`config.mk`:
```
export PLATFORM = sky130hd
export DESIGN_NAME = serial_add_sub_flat
export DESIGN_NICKNAME = d
export VERILOG_FILES = /design/src/rtl/serial_add_sub_pkg.sv /design/src/rtl/serial_add_sub_if.sv /design/src/rtl/serial_add_sub_fa_cell.sv /design/src/rtl/serial_add_sub.sv /design/src/flat_wrapper.sv
export SDC_FILE = /design/constraint.sdc
export NUM_CORES = 1
export LEC_CHECK = 0
export CORE_MARGIN = 2
export CORE_UTILIZATION = 49
export DETAILED_ROUTE_END_ITERATION = 12
export GPL_ROUTABILITY_DRIVEN = 0
export PLACE_DENSITY = 0.89
export SKIP_CTS_REPAIR_TIMING = 1
export SYNTH_ARGS = -nofsm -noshare
export SYNTH_HDL_FRONTEND = slang
export SYNTH_SLANG_ARGS = --single-unit
```
`constraint.sdc`:
```
create_clock -name clk -period 2 [get_ports clk]
set_clock_uncertainty 0.15 [all_clocks]
set_input_delay 0.4 -clock clk [delete_from_list [all_inputs] [get_ports clk]]
set_output_delay 0.4 -clock clk [all_outputs]
set_load 0.1 [all_outputs]
```
`src/rtl/serial_add_sub_pkg.sv`:
```
// rtl/serial_add_sub_pkg.sv - shared constants and helpers for the bit-serial add/sub unit
package serial_add_sub_pkg;

    localparam logic [1:0] ST_IDLE = 2'd0;
    localparam logic [1:0] ST_RUN  = 2'd1;
    localparam logic [1:0] ST_DONE = 2'd2;

    localparam logic MODE_ADD = 1'b0;
    localparam logic MODE_SUB = 1'b1;

    // Bit counter never needs fewer than one bit, even for a 1-bit datapath.
    function automatic int cnt_width(input int w);
        return (w > 1) ? $clog2(w) : 1;
    endfunction

endpackage

```
`src/rtl/serial_add_sub_if.sv`:
```
// rtl/serial_add_sub_if.sv - request/result bundle for serial_add_sub
interface serial_add_sub_if #(
    parameter int WIDTH = 8
);
    logic             start;
    logic             mode;
    logic [WIDTH-1:0] a;
    logic [WIDTH-1:0] b;
    logic             cin;
    logic             busy;
    logic             done;
    logic [WIDTH-1:0] sum;
    logic             cout;
    logic             ovf;

    modport master (
        output start, mode, a, b, cin,
        input  busy, done, sum, cout, ovf
    );

    modport slave (
        input  start, mode, a, b, cin,
        output busy, done, sum, cout, ovf
    );
endinterface

```
`src/rtl/serial_add_sub_fa_cell.sv`:
```
// rtl/serial_add_sub_fa_cell.sv - combinational one-bit full adder
module fa_cell (
    input  logic a,
    input  logic b,
    input  logic ci,
    output logic s,
    output logic co
);
    assign s  = a ^ b ^ ci;
    assign co = (a & b) | (ci & (a ^ b));
endmodule

```
`src/rtl/serial_add_sub.sv`:
```
// rtl/serial_add_sub.sv - bit-serial adder/subtractor, LSB first, one bit per clock
module serial_add_sub
    import serial_add_sub_pkg::*;
#(
    parameter int WIDTH = 8
) (
    input  logic            clk,
    input  logic            rst,
    serial_add_sub_if.slave bus
);
    localparam int             CW   = cnt_width(WIDTH);
    localparam logic [CW-1:0]  LAST = CW'(WIDTH - 1);

    logic [1:0]       state;
    logic [CW-1:0]    cnt;
    logic [WIDTH-1:0] a_sh;
    logic [WIDTH-1:0] b_sh;
    logic [WIDTH-1:0] sum_r;
    logic [WIDTH-1:0] sum_next;
    logic             c_r;
    logic             cout_r;
    logic             ovf_r;
    logic             fa_s;
    logic             fa_co;

    fa_cell u_fa (
        .a  (a_sh[0]),
        .b  (b_sh[0]),
        .ci (c_r),
        .s  (fa_s),
        .co (fa_co)
    );

    // New bit enters at the MSB so that after WIDTH shifts bit 0 sits at the LSB.
    always_comb begin
        sum_next            = sum_r >> 1;
        sum_next[WIDTH-1]   = fa_s;
    end

    always_ff @(posedge clk) begin
        if (rst) begin
            state  <= ST_IDLE;
            cnt    <= '0;
            a_sh   <= '0;
            b_sh   <= '0;
            sum_r  <= '0;
            c_r    <= 1'b0;
            cout_r <= 1'b0;
            ovf_r  <= 1'b0;
        end else begin
            case (state)
                ST_IDLE: begin
                    if (bus.start) begin
                        a_sh  <= bus.a;
                        // Subtract is a + ~b + 1: invert B and preload the carry.
                        b_sh  <= (bus.mode == MODE_SUB) ? ~bus.b : bus.b;
                        c_r   <= (bus.mode == MODE_SUB) ? 1'b1 : bus.cin;
                        cnt   <= '0;
                        state <= ST_RUN;
                    end
                end
                ST_RUN: begin
                    a_sh  <= a_sh >> 1;
                    b_sh  <= b_sh >> 1;
                    sum_r <= sum_next;
                    c_r   <= fa_co;
                    if (cnt == LAST) begin
                        cout_r <= fa_co;
                        ovf_r  <= c_r ^ fa_co;
                        state  <= ST_DONE;
                    end else begin
                        cnt <= cnt + 1'b1;
                    end
                end
                ST_DONE: state <= ST_IDLE;
                default: state <= ST_IDLE;
            endcase
        end
    end

    assign bus.busy = (state != ST_IDLE);
    assign bus.done = (state == ST_DONE);
    assign bus.sum  = sum_r;
    assign bus.cout = cout_r;
    assign bus.ovf  = ovf_r;

endmodule

```
`src/flat_wrapper.sv`:
```
// flat-port wrapper written by rule: the top's interface ports become plain ports
module serial_add_sub_flat import serial_add_sub_pkg::*;
#(
    parameter int WIDTH = 8
)
  (clk, rst, bus_start, bus_mode, bus_a, bus_b, bus_cin, bus_busy, bus_done, bus_sum, bus_cout, bus_ovf);
  serial_add_sub_if #(.WIDTH(WIDTH)) bus_i ();
  input  logic clk;
  input  logic rst;
  input wire logic [$bits(bus_i.start)-1:0] bus_start;
  input wire logic [$bits(bus_i.mode)-1:0] bus_mode;
  input wire logic [$bits(bus_i.a)-1:0] bus_a;
  input wire logic [$bits(bus_i.b)-1:0] bus_b;
  input wire logic [$bits(bus_i.cin)-1:0] bus_cin;
  output wire logic [$bits(bus_i.busy)-1:0] bus_busy;
  output wire logic [$bits(bus_i.done)-1:0] bus_done;
  output wire logic [$bits(bus_i.sum)-1:0] bus_sum;
  output wire logic [$bits(bus_i.cout)-1:0] bus_cout;
  output wire logic [$bits(bus_i.ovf)-1:0] bus_ovf;
  assign bus_i.start = bus_start;
  assign bus_i.mode = bus_mode;
  assign bus_i.a = bus_a;
  assign bus_i.b = bus_b;
  assign bus_i.cin = bus_cin;
  assign bus_busy = bus_i.busy;
  assign bus_done = bus_i.done;
  assign bus_sum = bus_i.sum;
  assign bus_cout = bus_i.cout;
  assign bus_ovf = bus_i.ovf;
  serial_add_sub #(.WIDTH(WIDTH)) u_core (.clk(clk), .rst(rst), .bus(bus_i));
endmodule
```
==> out/qor_table.md <==
| Group | Result | This run |
| --- | --- | --- |
| placed design | Dpl cell area | 0.00196 mm2 |
| global route | Maximum number of pins on one net before global-route repair | 21 |
| sta | Setup-violating endpoint count in the final report | 0 |
| synth | Cell type with the highest aggregate area in the netlist | sky130_fd_sc_hd__dfxtp_1 |
| layout | Post-synthesis to final-layout area growth | 36.5% |
| floorplan | Initial standard-cell utilization of the core | 0.527 |
| placed design | Count of port buffers added during placement | 32 |
| synth | Share of synthesized registers carrying an async set or reset | 0 |
| sta | Hold Vio Cnt, Final | 0 |
| critical path | Kind of capture point of the worst setup path | output pin |
| sta | Setup repair after global routing missed its margin | false |
| cts | Worst-skew pair later-pin latency | 0.34 ns |
| sta | Final Worst Setup Slack | 0.133 ns |
| power | Peak ir drop on the vdd network | 0.000524 V |
| hold path | Cells on Worst Hold Path | 2 |
| floorplan | Floorplan die width | 58.9 um |
| synth | Post-synthesis instance total | 167 |
| synth | Top cells by area in the synthesized netlist | sky130_fd_sc_hd__dfxtp_1 (43%), sky130_fd_sc_hd__nand2_1 (6.9%), sky130_fd_sc_hd__a21oi_1 (6.4%) |
| layout | Layout cell share with drive strength beyond 1 | 0.197 |
| sta | Setup_tns | 0 ns |
| cts | Clock input transition at the sequential cells of the worst setup and hold paths | 0.10 ns |
| synth | Number of distinct library cells after synthesis | 36 |
| layout | Fillcell total | 206 |
| synth | Most used flip-flop cell after synthesis | sky130_fd_sc_hd__dfxtp_1 |
| routing | Remaining number of nets flagged by the antenna check after routing | 0 |
| floorplan | Core region area | 0.00281 mm2 |
| routing | Number of vias in the routed layout | 1,273 |
| routing | First-pass iteration count of the detailed router | 8 |
| routing | Routed wire per std cell | 12.8 um |
| sta | Share of the clock period used by the worst path | 0.933 |
| layout | Number of antenna diodes | 0 |
| layout | Net total in the final layout | 226 |
| layout | Util after Layout | 0.719 |
| synth | Post-Synthesis Net Count | 191 |
| global route | Total gr overflow | 0 |
| global route | Number of antenna violations at the first check in global routing | 0 |
| critical path | Data arrival time of the critical path | 1.32 ns |
| global route | Via count of the first global-routing pass | 1,216 |
| synth | Count of state elements after synthesis | 32 |
| critical path | Crit-path max FO | 9 |
| layout | Cell area after layout | 0.00202 mm2 |
| critical path | CP startpoint kind | flop |
| critical path | R2R depth | 4 |
| cts | Sink count of the clock tree | 32 |
| cts | Max H-tree Level | 2 |
| status | Status | complete, but fails checks |
| sta | Achievable clock frequency | 536 MHz |
| synth | Number of flops mapped to enable cells by yosys | 0 |
| floorplan | Die Y-Extent | 58.9 um |
| hold path | Path type of the worst min-delay path | reg -> reg |
| global route | First-pass GRT wire length | 5080 um |
| routing | Wire length after detailed routing | 2990 um |
| sta | Transition at the pin with the smallest max-transition slack | 0.567 ns |
| cts | CTS Root Buffer Type | sky130_fd_sc_hd__clkbuf_4 |
| sta | Final min period | 1.87 ns |
| routing | Detail-routed via count per cell | 5.44 |
| cts | Number of clock buffers inserted by TritonCTS | 5 |
| synth | Library cell with the highest instance count after synthesis | sky130_fd_sc_hd__dfxtp_1 |
| cts | Buffer depth of the longest clock path | 2 |
| synth | Area share of the largest cell type after synthesis | 0.433 |
| synth | List of most frequent post-synthesis cells | sky130_fd_sc_hd__dfxtp_1 (32), sky130_fd_sc_hd__nand2_1 (27), sky130_fd_sc_hd__nor2_1 (22) |
| synth | Sequential element share of the synthesized area | 0.433 |
| synth | Summed instance area of the synthesized netlist | 0.00148 mm2 |
| routing | Number of remaining DRC errors | 5 |
| critical path | Required @ worst endpoint | 1.45 ns |
| placed design | Placed cell count | 226 |
| sta | Max-Slew Margin vs Limit | 0.622 |
| floorplan | Full die area | 0.00347 mm2 |
| routing | Violation count after the first detailed-routing iteration | 31 |
| synth | Average size of a mapped cell | 8.86 um2 |
| power | Pleak | 0.766 nW |
| cts | TritonCTS clock tree | built |
| global route | All-layer global routing usage | 0.195 |
| placed design | Dpl ws | 0.150 ns |
| status | Violated checks | design-rule violations |
| synth | Number of synthesis warnings | 0 |
| power | Power density over the cells | 688 mW/mm2 |
| floorplan | Top-level port count | 33 |
| critical path | Kind of critical path | reg -> out |
| floorplan | Placement row count | 19 |
| sta | Pins over their slew limit | 0 |
| placed design | Detail Placement HPWL | 2190 um |
| layout | Non-filler instance count after layout | 234 |
| run | Number of violations of the max-capacitance limit | 0 |
[per-stage QoR]
stage | power, mW | hold WS [ns]
final | 1.39 | 0.322
after floorplan | 0.915 | 0.282
after detailed placement | 1.01 | 0.303
after global routing | 1.45 | 0.360
after CTS | 1.40 | 0.318
after global placement | 1.00 | 0.291
[path summary, 6_finish.rpt]
check	from	to	slack, ns
hold reg to reg	u_core.b_sh[7]$_SDFFE_PP0P_	u_core.b_sh[7]$_SDFFE_PP0P_	0.32
setup / recovery	u_core.state[1]$_SDFFE_PP0P_	bus_done	0.13
setup reg to reg	u_core.state[1]$_SDFFE_PP0P_	u_core.a_sh[2]$_SDFFE_PP0P_	0.20
hold / removal	u_core.b_sh[7]$_SDFFE_PP0P_	u_core.b_sh[7]$_SDFFE_PP0P_	0.32
[where the power goes]
part           internal, mW  switching, mW  total [mW]
Clock                 0.167          0.223       0.390
Combinational         0.138          0.158       0.295
Sequential            0.678         0.0256       0.703
Total                 0.982          0.407        1.39
[logic make-up (layout without fill, tap and decap cells)]
logic type,Yosys count,after routing,share of synthesized area
fa+ha+maj,3,3,0.0305
buf+inv,15,51,0.0533
xor+xnor,9,9,0.0533
flops,32,32,0.433
simple gates,66,66,0.204
compound gates,42,42,0.226
[worst max-delay path, stage by stage (launching register included)]
cell and delay (ns):
sky130_fd_sc_hd__dfxtp_1 0.53, sky130_fd_sc_hd__nor2b_2 0.26, sky130_fd_sc_hd__buf_12 0.19
[layer usage]
layer / global-route usage / vias to the layer above / share of wire
met5: 0 / - / 0
met3: 0.0747 / 6 / 0.060
li1: - / 638 / -
met1: 0.213 / 591 / 0.42
met4: 0.0877 / 0 / 0.019
met2: 0.333 / 38 / 0.50
[placed cells by master (no fill, tap or decap), drive strengths merged]
cell type      netlist  final
inv                  2      2
a22oi                1      1
xor2                 1      1
clkbuf               4      6
o41ai                1      1
buf                  9     21
a21oi               19     19
or2                  1      1
nor4b                1      1
nor2b                3      3
clkdlybuf4s50        0     20
nand3                2      2
clkinv               0      2
o21bai               1      1
o31ai                1      1
nand2               27     27
nor3b                1      1
a2111oi              7      7
nand2b               5      5
nand3b               1      1
a311oi               1      1
xnor2                8      8
o21ba                1      1
a211oi               7      7
dfxtp               32     32
ha                   2      2
nor2                23     23
nor3                 2      2
o21ai                3      3
fa                   1      1
[cell type report]
cell class | count | area [um2] | share of cell area
Clock buffer | 6 | 51.3 | 0.0254
Sequential cell | 32 | 641 | 0.317
Timing Repair Buffer | 41 | 508 | 0.252
Inverter | 2 | 7.51 | 0.00372
Multi-Input combinational cell | 120 | 762 | 0.378
Tap cell | 31 | 38.8 | 0.0192
Clock inverter | 2 | 10.0 | 0.00496
[registers in the layout (all words and copies together) (netlist names)]
signal           count
u_core.a_sh          8
u_core.b_sh          8
u_core.bus.cout      1
u_core.bus.ovf       1
u_core.bus.sum       8
u_core.c_r           1
u_core.cnt           3
u_core.state         2
Note: power is estimated with default switching activity, not from simulation.
